File: src/rtl/ring_pkg.sv
// Shared state encodings and ring rotate helpers for the ring subsystem.
package ring_pkg;

  localparam logic [0:0] HUNT   = 1'b0;
  localparam logic [0:0] LOCKED = 1'b1;

  // Helpers operate on a 32-bit container; w gives the live ring width (2..32).
  localparam int RMAX = 32;

  function automatic logic [RMAX-1:0] ring_mask(input int w);
    return (w >= RMAX) ? '1 : ((RMAX'(1) << w) - RMAX'(1));
  endfunction

  function automatic logic [RMAX-1:0] rot_l(input logic [RMAX-1:0] v, input int w);
    return ((v << 1) | (v >> (w - 1))) & ring_mask(w);
  endfunction

  function automatic logic [RMAX-1:0] rot_r(input logic [RMAX-1:0] v, input int w);
    return ((v >> 1) | (v << (w - 1))) & ring_mask(w);
  endfunction

endpackage

File: src/rtl/ring_count_monitor_if.sv
// Sample/status bundle between a ring stream source and ring_count_monitor.
// RING_BIDIR_EN adds the captured direction output.
interface ring_count_monitor_if #(
  parameter int WIDTH = 4,
  parameter int IDXW  = 2,
  parameter int ERRW  = 8
);
  logic             en;
  logic [WIDTH-1:0] ring_in;
  logic             clr_err;
  logic [IDXW-1:0]  idx;
  logic             idx_vld;
  logic             locked;
  logic             seq_err;
  logic             illegal;
  logic [ERRW-1:0]  err_cnt;
`ifdef RING_BIDIR_EN
  logic             dir;
`endif

  modport master (
    output en, ring_in, clr_err,
`ifdef RING_BIDIR_EN
    input  dir,
`endif
    input  idx, idx_vld, locked, seq_err, illegal, err_cnt
  );

  modport slave (
    input  en, ring_in, clr_err,
`ifdef RING_BIDIR_EN
    output dir,
`endif
    output idx, idx_vld, locked, seq_err, illegal, err_cnt
  );
endinterface

File: src/rtl/onehot_dec.sv
// One-hot to binary encoder; legal is high only when exactly one bit is set.
module onehot_dec #(
  parameter int WIDTH = 4,
  parameter int IDXW  = 2
) (
  input  logic [WIDTH-1:0] ring,
  output logic [IDXW-1:0]  idx,
  output logic             legal
);
  always_comb begin
    idx = '0;
    for (int i = 0; i < WIDTH; i++)
      if (ring[i]) idx = IDXW'(i);
  end

  assign legal = (ring != '0) && ((ring & (ring - WIDTH'(1))) == '0);
endmodule

File: src/rtl/ring_count_monitor.sv
// Decoder and integrity monitor for a one-hot ring counter stream.
// Optional macro RING_BIDIR_EN: also lock onto rotate-right streams, reporting dir.
module ring_count_monitor
  import ring_pkg::*;
#(
  parameter int WIDTH    = 4,
  parameter int IDXW     = 2,
  parameter int LOCK_CNT = 2,
  parameter int ERRW     = 8
) (
  input logic                 clk,
  input logic                 n_rst,
  ring_count_monitor_if.slave bus
);
  logic [0:0]       state;
  logic [2:0]       good;
  logic [2:0]       good_nx;
  logic [WIDTH-1:0] prev;
  logic [IDXW-1:0]  dec_idx;
  logic             legal;
  logic             step_up, hunt_ok, lock_ok, seq_fire;
  logic [IDXW-1:0]  idx_q;
  logic             idx_vld_q, seq_err_q, illegal_q;
  logic [ERRW-1:0]  err_q;

  onehot_dec #(.WIDTH(WIDTH), .IDXW(IDXW)) u_dec (
    .ring (bus.ring_in),
    .idx  (dec_idx),
    .legal(legal)
  );

  // A cleared prev (after reset or an illegal sample) can only seed, never match.
  assign step_up = (prev != '0) && (32'(bus.ring_in) == rot_l(32'(prev), WIDTH));
  assign good_nx = good + 3'd1;

`ifdef RING_BIDIR_EN
  logic dir_q;
  logic step_dn;
  assign step_dn = (prev != '0) && (32'(bus.ring_in) == rot_r(32'(prev), WIDTH));
  // First match of a run picks the direction; later steps must follow it.
  assign hunt_ok = (good == 3'd0) ? (step_up || step_dn) : (dir_q ? step_dn : step_up);
  assign lock_ok = dir_q ? step_dn : step_up;
  assign bus.dir = dir_q;
`else
  assign hunt_ok = step_up;
  assign lock_ok = step_up;
`endif

  assign seq_fire = bus.en && (!legal || (state == LOCKED && !lock_ok));

  always_ff @(posedge clk or posedge n_rst) begin
    if (n_rst) begin
      state     <= HUNT;
      good      <= '0;
      prev      <= '0;
      idx_q     <= '0;
      idx_vld_q <= 1'b0;
      seq_err_q <= 1'b0;
      illegal_q <= 1'b0;
`ifdef RING_BIDIR_EN
      dir_q     <= 1'b0;
`endif
    end else begin
      idx_vld_q <= 1'b0;
      seq_err_q <= seq_fire;
      illegal_q <= bus.en && !legal;
      if (bus.en) begin
        if (!legal) begin
          state <= HUNT;
          good  <= '0;
          prev  <= '0;
        end else begin
          idx_q     <= dec_idx;
          idx_vld_q <= 1'b1;
          prev      <= bus.ring_in;
          if (state == HUNT) begin
            if (hunt_ok) begin
              good <= good_nx;
              if (good_nx == 3'(LOCK_CNT)) state <= LOCKED;
`ifdef RING_BIDIR_EN
              if (good == 3'd0) dir_q <= !step_up;
`endif
            end else begin
              good <= '0;
            end
          end else if (!lock_ok) begin
            state <= HUNT;
            good  <= '0;
          end
        end
      end
    end
  end

  // Clear takes priority, then the same-edge error still counts once.
  always_ff @(posedge clk or posedge n_rst) begin
    if (n_rst)                        err_q <= '0;
    else if (bus.clr_err)             err_q <= seq_fire ? ERRW'(1) : '0;
    else if (seq_fire && err_q != '1) err_q <= err_q + ERRW'(1);
  end

  assign bus.idx     = idx_q;
  assign bus.idx_vld = idx_vld_q;
  assign bus.locked  = (state == LOCKED);
  assign bus.seq_err = seq_err_q;
  assign bus.illegal = illegal_q;
  assign bus.err_cnt = err_q;
endmodule

File: src/flat_wrapper.sv
// flat-port wrapper written by rule: the top's interface ports become plain ports
module ring_count_monitor_flat import ring_pkg::*;
#(
  parameter int WIDTH    = 4,
  parameter int IDXW     = 2,
  parameter int LOCK_CNT = 2,
  parameter int ERRW     = 8
)
  (clk, n_rst, bus_en, bus_ring_in, bus_clr_err, bus_idx, bus_idx_vld, bus_locked, bus_seq_err, bus_illegal, bus_err_cnt);
  ring_count_monitor_if #(.WIDTH(WIDTH), .IDXW(IDXW), .ERRW(ERRW)) bus_i ();
  input logic clk;
  input logic n_rst;
  input wire logic [$bits(bus_i.en)-1:0] bus_en;
  input wire logic [$bits(bus_i.ring_in)-1:0] bus_ring_in;
  input wire logic [$bits(bus_i.clr_err)-1:0] bus_clr_err;
  output wire logic [$bits(bus_i.idx)-1:0] bus_idx;
  output wire logic [$bits(bus_i.idx_vld)-1:0] bus_idx_vld;
  output wire logic [$bits(bus_i.locked)-1:0] bus_locked;
  output wire logic [$bits(bus_i.seq_err)-1:0] bus_seq_err;
  output wire logic [$bits(bus_i.illegal)-1:0] bus_illegal;
  output wire logic [$bits(bus_i.err_cnt)-1:0] bus_err_cnt;
  assign bus_i.en = bus_en;
  assign bus_i.ring_in = bus_ring_in;
  assign bus_i.clr_err = bus_clr_err;
  assign bus_idx = bus_i.idx;
  assign bus_idx_vld = bus_i.idx_vld;
  assign bus_locked = bus_i.locked;
  assign bus_seq_err = bus_i.seq_err;
  assign bus_illegal = bus_i.illegal;
  assign bus_err_cnt = bus_i.err_cnt;
  ring_count_monitor #(.WIDTH(WIDTH), .IDXW(IDXW), .LOCK_CNT(LOCK_CNT), .ERRW(ERRW)) u_core (.clk(clk), .n_rst(n_rst), .bus(bus_i));
endmodule
File: config.mk
export PLATFORM = sky130hd
export DESIGN_NAME = ring_count_monitor_flat
export DESIGN_NICKNAME = d
export VERILOG_FILES = /design/src/rtl/ring_pkg.sv /design/src/rtl/ring_count_monitor_if.sv /design/src/rtl/onehot_dec.sv /design/src/rtl/ring_count_monitor.sv /design/src/flat_wrapper.sv
export SDC_FILE = /design/constraint.sdc
export NUM_CORES = 1
export LEC_CHECK = 0
export ABC_AREA = 1
export BUFFER_PORTS_ARGS = -buffer_cell sky130_fd_sc_hd__buf_4
export CORE_ASPECT_RATIO = 1.5
export CORE_MARGIN = 2
export CORE_UTILIZATION = 49
export DETAILED_ROUTE_END_ITERATION = 8
export PLACE_DENSITY = 0.86
export SYNTH_ARGS = -nofsm -noshare
export SYNTH_HDL_FRONTEND = slang
export SYNTH_SLANG_ARGS = --single-unit
File: constraint.sdc
create_clock -name clk -period 1.4 [get_ports clk]
set_input_delay 0.07 -clock clk [delete_from_list [all_inputs] [get_ports clk]]
set_output_delay 0.07 -clock clk [all_outputs]
set_load 0.01 [all_outputs]
==> impl_metrics.py <==
metrics = {
    "pwr": {
        "power_density_nw_per_um2": 884,
        "combPwrFrac_pct": 30.3,
        "power.internal_w": 0.000967,
        "p_leak_nw": 0.888,
        "sequentialPowerShare_pct": 49.5,
        "p_clk_share_pct": 20.2,
        "p_sw_share_pct": 31.9,
        "power.switching_w": 0.000452,
        "vdd_drop_max_mv": 0.821,
    },
    "placement": {
        "io_buffers": 21,
        "place_inst": 199,
        "post-place-ws_ns": -0.0141,
        "place_hpwl_mm": 1.98,
        "place_area_um2": 1430,
        "routabilityCongestion": 0.793,
    },
    "global_routing": {
        "overflow": 0,
        "grtUsageTotal_pct": 20.5,
        "antenna_found_initial": 0,
        "grt_pass1_wl_mm": 4.52,
        "grt_pass1_vias": 1144,
        "grt_max_degree": 22,
    },
    "route": {
        "wl_per_cell_um": 13.0,
        "via_per_inst": 5.32,
        "ant_nets": 0,
        "drc_errors": 0,
        "dr_total_vias": 1128,
        "firstDrtPassIters": 6,
        "wl_mm": 2.75,
        "drtIter0Drc": 12,
    },
    "cells_and_area": {
        "nets": 200,
        "final_cell_mix": "nand2_1 (34), buf_4 (34), dfrtp_1 (21)",
        "stdcell_count": 212,
        "num_antenna_cells": 0,
        "post-route-cell-area_um2": 1610,
        "drive_gt1_share_pct": 39.9,
        "regArea_um2": 526,
        "syn_to_final_growth_pct": 33.5,
        "nFillCells": 181,
        "multi_input_area_um2": 688,
        "postLayoutCoreUtil_pct": 67.1,
    },
    "clocking": {
        "clk_latency_ns": 0.30,
        "cts_buffer_depth": 2,
        "cts_buffers": 3,
        "clk_pin_slew_worst_paths_ns": 0.11,
        "cts.htree.levels": 1,
        "cts_tree": "done",
        "cts_sinks": 21,
        "cts-root-buf": "clkbuf_4",
    },
    "synthesis": {
        "yosysSeqAreaShare_pct": 43.7,
        "ys_seq_elements": 21,
        "yosysUniqueCellTypes": 27,
        "postSynthCellCount": 150,
        "synth_top_area_share_pct": 43.7,
        "syn-num-nets": 161,
        "yosysTopAreaCell": "dfrtp_1",
        "yosys_warnings": 0,
        "synth_area_um2": 1200,
        "postSynthAreaPerCell_um2": 8.02,
        "yosys-top-cells-area": "dfrtp_1 (44%), nand2_1 (14%), nand3_1 (6.2%)",
    },
    "hold_path": {
        "min_path_cells": 3,
        "hold_class": "in2reg",
    },
    "setup_path": {
        "cp_slowest_cell": "dfrtp_1",
        "cp_num_cells": 11,
        "crit_buf_inv": 1,
        "worstPathMaxFanout": 8,
        "reg2regPathDepth": 11,
        "critPathCaptureType": "flop",
        "required_ns": 1.61,
        "cpLargestDelayFamily": "simple AND/OR/NAND/NOR gates",
        "crit_arrival_ns": 1.62,
        "crit_chain": "inv_2, nand2_1, nand2_2, nor2_4, nand3_2, nand2_2, nand2_4, nand3_4, nand2_8, nand2_2, nand2_1",
        "critPathKind": "reg2reg",
        "startpoint_type": "flop",
        "slowest_delay_ns": 0.38,
        "cp_common_cell": "nand2_2",
    },
    "sta": {
        "fin_crit_sh_pct": 101,
        "slew_violations": 0,
        "setup_viol": 1,
        "max-slew-margin-rel_pct": 79.0,
        "hold_violations": 0,
        "fmax_mhz": 710,
        "setup_ws_ns": -0.00881,
        "skew_ns": 0.00478,
        "tightestPinTransition_ns": 0.313,
        "period_minus_slack_ns": 1.41,
        "rsz0062_at_grt": "true",
    },
    "floorplanning": {
        "dieWidth_um": 44.5,
        "core_um2": 2390,
        "io_pins": 22,
        "die_h_um": 64.7,
        "num_rows": 22,
        "start_util_pct": 50.3,
        "design.die.area_um2": 2880,
    },
    "run_status": {
        "violations": "negative setup slack",
        "outcome": "finished, violations left",
    },
    "job": {
        "maxCapViolCount": 0,
    },
}
-- synth_stat cells, drive strengths merged --
master / n
nand2: 51
xor2: 5
nor2: 16
xnor2: 1
buf: 1
dfrtp: 21
ha: 3
nor3: 1
clkbuf: 1
nand3: 17
a22oi: 1
clkinv: 1
inv: 18
or2: 2
a21oi: 2
o22ai: 4
a31oi: 1
nor3b: 1
o21ai: 1
nand4: 2
-- power groups by stage --
stage                     Clock (W)  Sequential (W)  Combinational [W]
after detailed placement          0        0.000706           0.000358
after global placement            0        0.000703           0.000344
after floorplan                   0        0.000724           0.000196
after CTS                  0.000294        0.000694           0.000370
after global routing       0.000312        0.000708           0.000478
final                      0.000286        0.000702           0.000431
-- final timing paths --
kind / start / slack (ns) / end
worst max-delay path: u_core.prev[0]$_DFFE_PP0P_ / -0.009 / u_core.bus.err_cnt[3]$_DFFE_PP0P_
worst min-delay path: bus_ring_in[1] / 0.06 / u_core.prev[1]$_DFFE_PP0P_
worst max register to register: u_core.prev[0]$_DFFE_PP0P_ / -0.009 / u_core.bus.err_cnt[3]$_DFFE_PP0P_
worst min register to register: u_core.bus.idx[0]$_DFFE_PP0P_ / 0.50 / u_core.bus.idx[0]$_DFFE_PP0P_
max in group asynchronous: n_rst / 0.82 / u_core.good[1]$_DFFE_PP0P_
min in group asynchronous: n_rst / 0.36 / u_core.bus.idx[1]$_DFFE_PP0P_
-- stage by stage --
stage,hold WS [ns],TNS (ns),total power (W)
6_report,0.0646,-0.00881,0.00142
4_1_cts,0.0629,0,0.00136
2_1_floorplan,0.0465,0,0.000920
5_1_grt,0.0825,-0.876,0.00150
3_5_place_dp,0.127,-0.0163,0.00106
3_3_place_gp,0.115,0,0.00105
-- registers in the layout (all words and copies together) (netlist names) --
name,cells
u_core.bus.err_cnt,8
u_core.bus.idx,2
u_core.bus.idx_vld,1
u_core.bus.illegal,1
u_core.bus.locked,1
u_core.bus.seq_err,1
u_core.good,3
u_core.prev,4
-- what timing repair did --
item | 4_1_cts | 5_1_grt
pin swaps | 5 | 9
gates cloned | 1 | 0
gates resized for setup | 3 | 18
endpoints found under the setup margin | 8 | 8
buffers inserted | 1 | 6
endpoints found under the hold margin | 21 | 0
hold buffers | 1 | 0
-- cells by family after synthesis --
logic type	after synthesis	synth area share (%)
AND/OR/NAND/NOR	90	36.6
buffers and inverters	21	6.65
flip-flops	21	43.7
AO/OA/AOI/OAI	9	5.61
XOR/XNOR	6	4.37
adder cells (fa/ha/maj)	3	3.12
-- final cells by class --
cell class	count	area share, %
multi-input cells	109	42.8
flip-flops and latches	21	32.7
repair buffers	35	16.5
inverters	19	4.44
well taps	24	1.87
clock buffers	4	1.64
-- routing by layer --
metal / GRT usage (%) / vias to the layer above / wire, um
li1: - / 556 / -
met1: 22.2 / 537 / 1050
met2: 38.4 / 28 / 1560
met3: 1.95 / 7 / 95
met4: 8.33 / 0 / 53
met5: 0 / - / 0
-- worst reg2reg max path: stages, from the launching register on --
cell and delay [ns]:
dfrtp_1 0.38, inv_2 0.06, nand2_1 0.07, nand2_2 0.06, nor2_4 0.12, nand3_2 0.09, nand2_2 0.10, nand2_4 0.07
nand3_4 0.14, nand2_8 0.09, nand2_2 0.09, nand2_1 0.05
No activity file was read; power rests on OpenSTA's default activity.
